==> src/rtl/rr_stream_mux_pkg.sv <==
// rtl/rr_stream_mux_pkg.sv - shared helpers for the round-robin stream mux
package rr_stream_mux_pkg;

   // Channel index width; a 1-bit index is kept even for degenerate N.
   function automatic int idx_width(input int n);
      return (n < 2) ? 1 : $clog2(n);
   endfunction

   function automatic int wrap_inc(input int v, input int n);
      return (v >= n - 1) ? 0 : v + 1;
   endfunction

endpackage

==> src/rtl/rr_stream_mux_if.sv <==
// rtl/rr_stream_mux_if.sv - producer/consumer stream bundle for rr_stream_mux
// Optional force-select ports under RR_STREAM_MUX_FORCE_SEL_EN.
interface rr_stream_mux_if #(
   parameter int N = 4,
   parameter int W = 8
);
   localparam int SW = rr_stream_mux_pkg::idx_width(N);

   logic [N*W-1:0] in_data;
   logic [N-1:0]   in_valid;
   logic [N-1:0]   in_ready;
   logic [W-1:0]   out_data;
   logic [SW-1:0]  out_ch;
   logic           out_valid;
   logic           out_ready;
`ifdef RR_STREAM_MUX_FORCE_SEL_EN
   logic           force_en;
   logic [SW-1:0]  force_sel;
`endif

   modport slave (
      input  in_data, in_valid, out_ready,
`ifdef RR_STREAM_MUX_FORCE_SEL_EN
      input  force_en, force_sel,
`endif
      output in_ready, out_data, out_ch, out_valid
   );

   modport master (
      output in_data, in_valid, out_ready,
`ifdef RR_STREAM_MUX_FORCE_SEL_EN
      output force_en, force_sel,
`endif
      input  in_ready, out_data, out_ch, out_valid
   );

endinterface

==> src/rtl/rr_arbiter.sv <==
// rtl/rr_arbiter.sv - rotating-priority search starting at ptr, wrapping modulo N
module rr_arbiter
   import rr_stream_mux_pkg::*;
#(
   parameter int N = 4,
   localparam int SW = idx_width(N)
) (
   input  logic [N-1:0]  req,
   input  logic [SW-1:0] ptr,
   input  logic          enable,
   output logic [N-1:0]  grant,
   output logic [SW-1:0] g,
   output logic          any
);

   int j;

   always_comb begin
      grant = '0;
      g     = '0;
      any   = 1'b0;
      j     = 0;
      for (int i = 0; i < N; i++) begin
         j = int'(ptr) + i;
         if (j >= N) j = j - N;
         if (!any && req[j]) begin
            any      = 1'b1;
            g        = j[SW-1:0];
            grant[j] = 1'b1;
         end
      end
      // any reports a pending request; only the grant vector is qualified.
      if (!enable) grant = '0;
   end

endmodule

==> src/rtl/rr_stream_mux.sv <==
// rtl/rr_stream_mux.sv - N-channel round-robin mux with a one-beat registered output
// Optional force-select controlled by RR_STREAM_MUX_FORCE_SEL_EN.
module rr_stream_mux #(
   parameter int N = 4,
   parameter int W = 8
) (
   input logic          clk,
   input logic          rst,
   rr_stream_mux_if.slave bus
);
   import rr_stream_mux_pkg::*;

   localparam int SW = idx_width(N);
   typedef logic [SW-1:0] idx_t;

   idx_t         ptr;
   idx_t         g;
   logic [N-1:0] req;
   logic [N-1:0] grant;
   logic         any;
   logic         load;
   logic         hold_ptr;

   assign load = ~bus.out_valid | bus.out_ready;

`ifdef RR_STREAM_MUX_FORCE_SEL_EN
   // Forcing narrows eligibility to one channel and freezes the rotation.
   always_comb begin
      req      = bus.in_valid;
      hold_ptr = 1'b0;
      if (bus.force_en) begin
         hold_ptr = 1'b1;
         req      = '0;
         if (int'(bus.force_sel) < N)
            req[bus.force_sel] = bus.in_valid[bus.force_sel];
      end
   end
`else
   assign req      = bus.in_valid;
   assign hold_ptr = 1'b0;
`endif

   rr_arbiter #(.N(N)) u_arb (
      .req    (req),
      .ptr    (ptr),
      .enable (load),
      .grant  (grant),
      .g      (g),
      .any    (any)
   );

   assign bus.in_ready = grant;

   always_ff @(posedge clk or posedge rst) begin
      if (rst) begin
         bus.out_data  <= '0;
         bus.out_ch    <= '0;
         bus.out_valid <= 1'b0;
         ptr           <= '0;
      end else if (load) begin
         if (any) begin
            bus.out_data  <= bus.in_data[int'(g)*W +: W];
            bus.out_ch    <= g;
            bus.out_valid <= 1'b1;
            if (!hold_ptr) ptr <= idx_t'(wrap_inc(int'(g), N));
         end else begin
            bus.out_valid <= 1'b0;
         end
      end
   end

endmodule

==> src/flat_wrapper.sv <==
// flat-port wrapper written by rule: the top's interface ports become plain ports
module rr_stream_mux_flat import rr_stream_mux_pkg::*;
#(
   parameter int N = 4,
   parameter int W = 8
)
  (clk, rst, bus_in_data, bus_in_valid, bus_out_ready, bus_in_ready, bus_out_data, bus_out_ch, bus_out_valid);
  rr_stream_mux_if #(.N(N), .W(W)) bus_i ();
  input logic clk;
  input logic rst;
  input wire logic [$bits(bus_i.in_data)-1:0] bus_in_data;
  input wire logic [$bits(bus_i.in_valid)-1:0] bus_in_valid;
  input wire logic [$bits(bus_i.out_ready)-1:0] bus_out_ready;
  output wire logic [$bits(bus_i.in_ready)-1:0] bus_in_ready;
  output wire logic [$bits(bus_i.out_data)-1:0] bus_out_data;
  output wire logic [$bits(bus_i.out_ch)-1:0] bus_out_ch;
  output wire logic [$bits(bus_i.out_valid)-1:0] bus_out_valid;
  assign bus_i.in_data = bus_in_data;
  assign bus_i.in_valid = bus_in_valid;
  assign bus_i.out_ready = bus_out_ready;
  assign bus_in_ready = bus_i.in_ready;
  assign bus_out_data = bus_i.out_data;
  assign bus_out_ch = bus_i.out_ch;
  assign bus_out_valid = bus_i.out_valid;
  rr_stream_mux #(.N(N), .W(W)) u_core (.clk(clk), .rst(rst), .bus(bus_i));
endmodule
==> config.mk <==
export PLATFORM = sky130hd
export DESIGN_NAME = rr_stream_mux_flat
export DESIGN_NICKNAME = d
export VERILOG_FILES = /design/src/rtl/rr_stream_mux_pkg.sv /design/src/rtl/rr_stream_mux_if.sv /design/src/rtl/rr_arbiter.sv /design/src/rtl/rr_stream_mux.sv /design/src/flat_wrapper.sv
export SDC_FILE = /design/constraint.sdc
export NUM_CORES = 1
export LEC_CHECK = 0
export ABC_AREA = 1
export CAP_MARGIN = 20
export CORE_MARGIN = 3
export CORE_UTILIZATION = 46
export CTS_BUF_LIST = sky130_fd_sc_hd__clkbuf_2
export DETAILED_ROUTE_END_ITERATION = 10
export PLACE_DENSITY = 0.93
export SKIP_CTS_REPAIR_TIMING = 1
export SYNTH_ARGS = -nofsm -noshare
export SYNTH_HDL_FRONTEND = slang
export SYNTH_SLANG_ARGS = --single-unit
==> constraint.sdc <==
create_clock -name clk -period 2.9 [get_ports clk]
set_clock_uncertainty 0.05 [all_clocks]
set_input_delay 0.725 -clock clk [delete_from_list [all_inputs] [get_ports clk]]
set_output_delay 0.725 -clock clk [all_outputs]
set_load 0.05 [all_outputs]
After elaboration in Yosys (flattened, before gate mapping). Index checks and enable logic that the tools add are counted.

Bits in registers: 13. Input port bits: 39. Output and inout port bits: 15. Logic and storage cells: 81.

$add $sub $neg: 8. Order comparisons: 13. Shift operators: 1. Muxes and demuxes: 39. Bitwise gates (word level): 5. Reduce and logical (&&, ||, !) cells: 11.

Operators with widths (count): $ge 32x1->1 const B (4); $lt 32x4->1 const B (4); $mux 32 (4); $shiftx 32x6->8 (1); $mux 4 (5); $mux 1 (17); $or 4x4->4 (3); $sub 3x3->4 const B (3); $mux 2 (5); $ge 3x3->1 const B (3); $bmux 1 s2 (4); $demux 1 s2 (4); $logic_and 1x1->1 (7); $add 2x2->3 const B (2); $sub 2x3->4 const B (1); $add 2x1->3 const B (1); $ge 2x3->1 const B (1); $logic_not 1->1 (3); $add 2x1->2 const B (1); $ge 2x2->1 const B (1); $reduce_and 2->1 (1); $not 1->1 (1); $or 1x1->1 (1).

Depth between registers and ports, before layout. Gate-level depths: netlist (run 1).

Depth in word-level cells: 17. Depth in mapped cells: 14. Mapped depth without buffers: 14.

Cells and area by module. A second synthesis (run 1) with hierarchy kept.

Cell total of the unflattened synthesis: 234. Area total of the unflattened synthesis: 1496.4 µm².

Modules (own cells, without submodules): rr_stream_mux (times used 1, cells an instance 149, area each 999.7 µm², seq. area each 325.3 µm²); rr_arbiter (times used 1, cells an instance 85, area each 496.7 µm², seq. area each 0.0 µm²).

Worst setup path after synthesis (run 1). OpenSTA, ideal clock, no wires.

Path type: reg2out. From: register u_core.ptr[0]. To: output port bus_in_ready[1]. Arrival: 1.985 ns. Required time: 2.125 ns. Path slack: 0.140 ns. Stages on the path, launching flop included: 11. Path buffers: 0. Cell sequence: dfrtp_1 inv_2 ha_1 inv_1 nand2_1 nand2_2 nor2_4 nand3b_1 o21ai_0 nand2_1 inv_1.

Cells in the longest elaborated chain, start to end: 16. Elaborated cells between the ends (all ways): 64. Those cells by class: 7 x add/sub; 12 x order compare; 32 x mux; 3 x bitwise; 10 x reduce/logical.

Ends and longest elaborated chain: start, declared (RTL line rr_stream_mux.sv:16) `idx_t ptr;`; start signal, assigned (RTL line rr_stream_mux.sv:65) `if (!hold_ptr) ptr <= idx_t'(wrap_inc(int'(g), N));`; parallel branches: the longest is 14 deep, another holds $ge 32x1->1; $mux 4 (*) (RTL line rr_arbiter.sv:26) `if (!any && req[j]) begin`; $mux 4 (*) (RTL line rr_arbiter.sv:33) `if (!enable) grant = '0;`; end, declared (RTL line flat_wrapper.sv:14) `output wire logic [$bits(bus_i.in_ready)-1:0] bus_in_ready;`.

Every way passes the cells marked *. The select of a mux whose other input is x is not followed.

Worst setup path after layout (run 1).
From: register u_core.ptr[0]. To: output port bus_in_ready[3].

The elaborated chain is that of the path after synthesis.

==> impl_metrics.csv, run 1 <==
group,metric,value,unit
run_status,status,"complete, no violations",
die,initial_core_util,0.498,
drt,vias,1824,
clock_network,cts_tree,"yes",
sta,timing.final.max_slew_violations,0,
cells_and_area,layout_common_cells,"nand2_1 (70), inv_1 (47), clkdlybuf4s50_1 (45), nand3_1 (23), buf_4 (19)",
grt,grt_max_degree,19,
sta,fin_ws,0.0414,ns
grt,grt_pass1_vias,1453,
clock_network,clock_path_buffers,2,
clock_network,cts.clk_slew.worst_paths,0.12,ns
drt,post_drt_wl_per_cell,13.7,um
place,gp_congestion,0.882,
cells_and_area,drive_gt1_frac,0.206,
synthesis,synthDistinctLibCells,25,
sta,worst_slew_pin_slew,0.497,ns
synthesis,avgSynthCellArea,6.05,um2
critical_path,startpoint_type,"flip-flop",
critical_path,crit_type,"reg -> out",
sta,holdWs,0.457,ns
synthesis,yosysWarnings,0,
cells_and_area,area_growth,58.9,%
hold_path,hold_path_class,"reg -> reg",
die,fp.dieW,61.3,um
critical_path,cp.required,2.12,ns
synthesis,synthCells,233,
drt,routed_wl,4600,um
place,place_inst,330,
cells_and_area,final_cells,337,
cells_and_area,fillers,190,
critical_path,arrival,2.08,ns
place,io_buffers,53,
cells_and_area,finalNetCount,350,
synthesis,yosys_register_bits,13,
synthesis,synth-seq-area-share,0.231,
die,core.rowCount,19,
grt,grt-ovfl-total,0,
drt,viasPerCell,5.41,
sta,setup_viol,0,
clock_network,cts_root_buffer,"clkbuf_2",
grt,grt_pass1_wl,6290,um
clock_network,cts_made_buffers,3,
critical_path,path_max_fanout,5,
cells_and_area,utilization,0.791,
die,fp.dieH,61.3,um
grt,grt_usage,0.220,
place,pre_cts_ws,-0.273,ns
die,design.core.area,2830,um2
die,io_pins,54,
clock_network,h-tree-depth,1,
critical_path,endpoint_kind,"primary output",
die,die-area,3760,um2
sta,max_freq,350,MHz
clock_network,cts.sinks,13,
drt,dr.pass1.iters,5,
drt,ant_nets,0,
place,place_hpwl,3220,um
sta,hold_viol_final,0,
synthesis,synth_nets,276,
clock_network,clkLatencyLatePin,0.30,ns
sta,period_needed,2.86,ns
cells_and_area,n_antenna_cell,0,
drt,drc_errors,0,
run,maxCapViolCount,0,
sta,min_period_over_period,0.986,
synthesis,synth_area,1410,um2
drt,dr.first_iter.drc_count,136,
grt,antenna_found_initial,0,
cells_and_area,final_common_cell,"nand2_1",
sta,relSlewSlack,0.668,
## area by class of cell
| type | instances | area (um2) | area share |
|---|---|---|---|
| multi-input combinational | 162 | 910 | 0.406 |
| timing repair buffer | 74 | 746 | 0.333 |
| sequential | 13 | 325 | 0.145 |
| inverter | 53 | 199 | 0.0889 |
| tap | 31 | 38.8 | 0.0173 |
| clock buffer | 4 | 20.0 | 0.00894 |
## per-layer routing
| metal | wire (um) | global-route usage | vias up |
|---|---|---|---|
| li1 | - | - | 878 |
| met1 | 1890 | 0.304 | 818 |
| met2 | 2260 | 0.364 | 109 |
| met3 | 331 | 0.0189 | 19 |
| met4 | 122 | 0.0697 | 0 |
| met5 | 0 | 0 | - |
## critical path: stages (launching register included)
cell,delay [ns]
dfrtp_1,0.42
inv_2,0.10
ha_4,0.22
inv_2,0.11
nand3_1,0.09
nand2_1,0.11
nor2_2,0.08
a22oi_1,0.19
o21ai_1,0.10
o21ai_0,0.14
inv_1,0.09
buf_12,0.15
## kinds of logic after synthesis
| logic type | count (synthesis) | synth area share |
|---|---|---|
| AND/OR/NAND/NOR | 137 | 0.477 |
| adder cells (fa/ha/maj) | 4 | 0.0355 |
| buffers and inverters | 58 | 0.165 |
| AO/OA/AOI/OAI | 21 | 0.0915 |
| flip-flops | 13 | 0.231 |
## cell usage after synthesis, drive strengths merged
cell | count | area [um2]
nand2 | 84 | 343
inv | 53 | 199
nand3 | 27 | 170
nand4 | 16 | 100
dfrtp | 13 | 325
o21ai | 11 | 66.3
nor2 | 9 | 51.3
buf | 5 | 33.8
a21oi | 4 | 20.0
ha | 4 | 50.1
a22oi | 2 | 15.0
o22ai | 2 | 12.5
a21boi | 1 | 7.51
nand3b | 1 | 7.51
o211ai | 1 | 7.51
## stage by stage
| step | setup TNS (ns) | instance area, um2 |
|---|---|---|
| floorplan | 0 | 1410 |
| global placement | -0.559 | 2120 |
| detailed placement | -0.927 | 2120 |
| CTS | -0.946 | 2140 |
| global route | -0.167 | 2240 |
| finish | 0 | 2240 |
## state kept, by name (all words and copies together), names as in the netlist
register / flops
u_core.bus.out_ch: 2
u_core.bus.out_valid: 1
u_core.ptr: 2
u_core.bus.out_data: 8
## worst paths after layout
kind	start	end	slack (ns)	depth (start not counted)
setup / recovery	u_core.ptr[0]	bus_in_ready[3]	0.04	11
hold / removal	u_core.bus.out_data[0]	u_core.bus.out_data[0]	0.46	2
setup reg to reg	u_core.ptr[0]	u_core.bus.out_data[1]	0.60	15
hold reg to reg	u_core.bus.out_data[0]	u_core.bus.out_data[0]	0.46	2
max in group asynchronous	rst	u_core.bus.out_data[4]	1.79	2
min in group asynchronous	rst	u_core.bus.out_data[3]	0.67	2
Power of run 1 is not shown: default switching activity piles up to over one toggle a cycle in this logic, so the estimate is an artifact.
==> run 2: changes to the inputs <==
--- a/config.mk
+++ b/config.mk
@@ -7,11 +7,10 @@
 export LEC_CHECK = 0
 export ABC_AREA = 1
 export CAP_MARGIN = 20
-export CORE_MARGIN = 3
-export CORE_UTILIZATION = 46
+export CORE_UTILIZATION = 49
 export CTS_BUF_LIST = sky130_fd_sc_hd__clkbuf_2
 export DETAILED_ROUTE_END_ITERATION = 10
-export PLACE_DENSITY = 0.93
+export PLACE_DENSITY = 0.95
 export SKIP_CTS_REPAIR_TIMING = 1
 export SYNTH_ARGS = -nofsm -noshare
 export SYNTH_HDL_FRONTEND = slang
==> constraint.sdc (replaced) <==
create_clock -name clk -period 3.55 [get_ports clk]
set_clock_uncertainty 0.05 [all_clocks]
set_input_delay 0.8875 -clock clk [delete_from_list [all_inputs] [get_ports clk]]
set_output_delay 0.8875 -clock clk [all_outputs]
set_load 0.05 [all_outputs]
==> run 2 against run 1 <==
  * Flip-flop and latch count unchanged
  * Critical path depth unchanged
  * Register-to-register slack improved by 0.35 ns
  * Non-clock buffer count decreased by 17
  * Routed wire length decreased by 18%
  * Via count decreased by 10%
  * Cell area decreased by 7.8%
  * Cell count decreased by 5.0%
  * Global-route usage increased by 2.8 points
  * Core utilization decreased by 3.6 points
  * Highest routed layer unchanged
==> impl_metrics.csv, run 2 (synthesized netlist as in run 1, its figures left out) <==
group,metric,value,unit
critical_path,path_max_fanout,5,
cells_and_area,finalNetCount,333,
cells_and_area,fillers,206,
cells_and_area,regArea,328,um2
die,fp.dieH,55.6,um
run,maxCapViolCount,0,
die,die-area,3090,um2
critical_path,cp.required,2.61,ns
sta,hold_viol_final,0,
cells_and_area,largest_reg_flops,8,
grt,antenna_found_initial,0,
drt,routed_wl,3780,um
sta,max_freq,291,MHz
clock_network,cts.sinks,13,
die,core.rowCount,19,
grt,grt_max_degree,19,
cells_and_area,regMostFlops,"u_core.bus.out_data",
drt,drc_errors,0,
cells_and_area,area_growth,46.5,%
clock_network,cts_root_buffer,"clkbuf_2",
cells_and_area,utilization,0.755,
drt,viasPerCell,5.12,
place,place_hpwl,2820,um
die,fp.dieW,55.6,um
die,initial_core_util,0.515,
place,gp_congestion,0.848,
die,design.core.area,2730,um2
clock_network,clkLatencyLatePin,0.28,ns
clock_network,h-tree-depth,1,
cells_and_area,drive_gt1_frac,0.149,
critical_path,endpoint_kind,"primary output",
clock_network,clock_path_buffers,2,
grt,grt_usage,0.248,
sta,setup_viol,0,
run_status,status,"complete, no violations",
sta,timing.final.max_slew_violations,0,
sta,relSlewSlack,0.664,
clock_network,cts.clk_slew.worst_paths,0.11,ns
place,io_buffers,53,
clock_network,cts_made_buffers,3,
clock_network,cts_tree,"yes",
hold_path,hold_path_class,"reg -> reg",
sta,worst_slew_pin_slew,0.503,ns
critical_path,crit_type,"in -> out",
cells_and_area,reg_top3,"u_core.bus.out_data x8, u_core.bus.out_ch x2, u_core.ptr x2",
cells_and_area,multi_input_area,878,um2
sta,period_needed,3.44,ns
die,io_pins,54,
cells_and_area,final_common_cell,"nand2_1",
critical_path,startpoint_type,"primary input",
critical_path,arrival,2.50,ns
grt,grt_pass1_wl,6240,um
cells_and_area,layout_common_cells,"nand2_1 (71), inv_1 (49), clkdlybuf4s50_1 (49), nand3_1 (23), nand4_1 (16)",
drt,ant_nets,0,
drt,dr.pass1.iters,6,
sta,min_period_over_period,0.968,
drt,post_drt_wl_per_cell,11.8,um
drt,dr.first_iter.drc_count,62,
cells_and_area,n_antenna_cell,0,
grt,grt-ovfl-total,0,
grt,grt_pass1_vias,1428,
drt,vias,1639,
==> run 2: stage by stage <==
step | cells | hold WS (ns) | TNS (ns) | instance area (um2) | worst slack [ns]
after floorplan | 233 | 0.677 | 0 | 1410 | 0.593
after global placement | 313 | 0.411 | 0 | 1990 | 0.134
after detailed placement | 313 | 0.423 | 0 | 1990 | 0.0468
after CTS | 317 | 0.453 | 0 | 2010 | 0.0399
after global routing | 320 | 0.473 | -0.0450 | 2060 | -0.0179
final | 320 | 0.446 | 0 | 2060 | 0.113
==> run 2: cell type report <==
| class | instances | area share |
|---|---|---|
| inverter | 53 | 0.0964 |
| multi-input combinational | 162 | 0.425 |
| clock buffer | 4 | 0.00970 |
| sequential | 13 | 0.159 |
| tap | 31 | 0.0188 |
| timing repair buffer | 57 | 0.291 |
==> run 2: worst paths after layout <==
check                                          to              startpoint  slack [ns]  depth (start not counted)
setup reg to reg           u_core.bus.out_data[5]           u_core.ptr[0]        0.95                         13
hold / removal             u_core.bus.out_data[2]  u_core.bus.out_data[2]        0.45                          2
min in group asynchronous  u_core.bus.out_data[3]                     rst        0.85                          2
max in group asynchronous           u_core.ptr[0]                     rst        2.27                          2
hold reg to reg            u_core.bus.out_data[2]  u_core.bus.out_data[2]        0.45                          2
setup / recovery                  bus_in_ready[0]         bus_in_valid[0]        0.11                         11
==> run 2: critical path, cell delays in order <==
cell and delay, ns:
clkdlybuf4s50_1 0.44, nand2_2 0.09, nand2_1 0.08, nand2_1 0.08, nand2_2 0.08, nor2_4 0.15
nand3b_1 0.19, nor2_1 0.13, o21ai_0 0.09, inv_1 0.12, buf_12 0.14
==> run 2: per-layer routing <==
metal | part of all wire | global-route usage | up-vias
met1 | 0.42 | 0.349 | 705
li1 | - | - | 844
met3 | 0.061 | 0.0209 | 11
met2 | 0.49 | 0.394 | 79
met4 | 0.026 | 0.104 | 0
met5 | 0 | 0 | -
Power of run 2 is left out for the same reason.
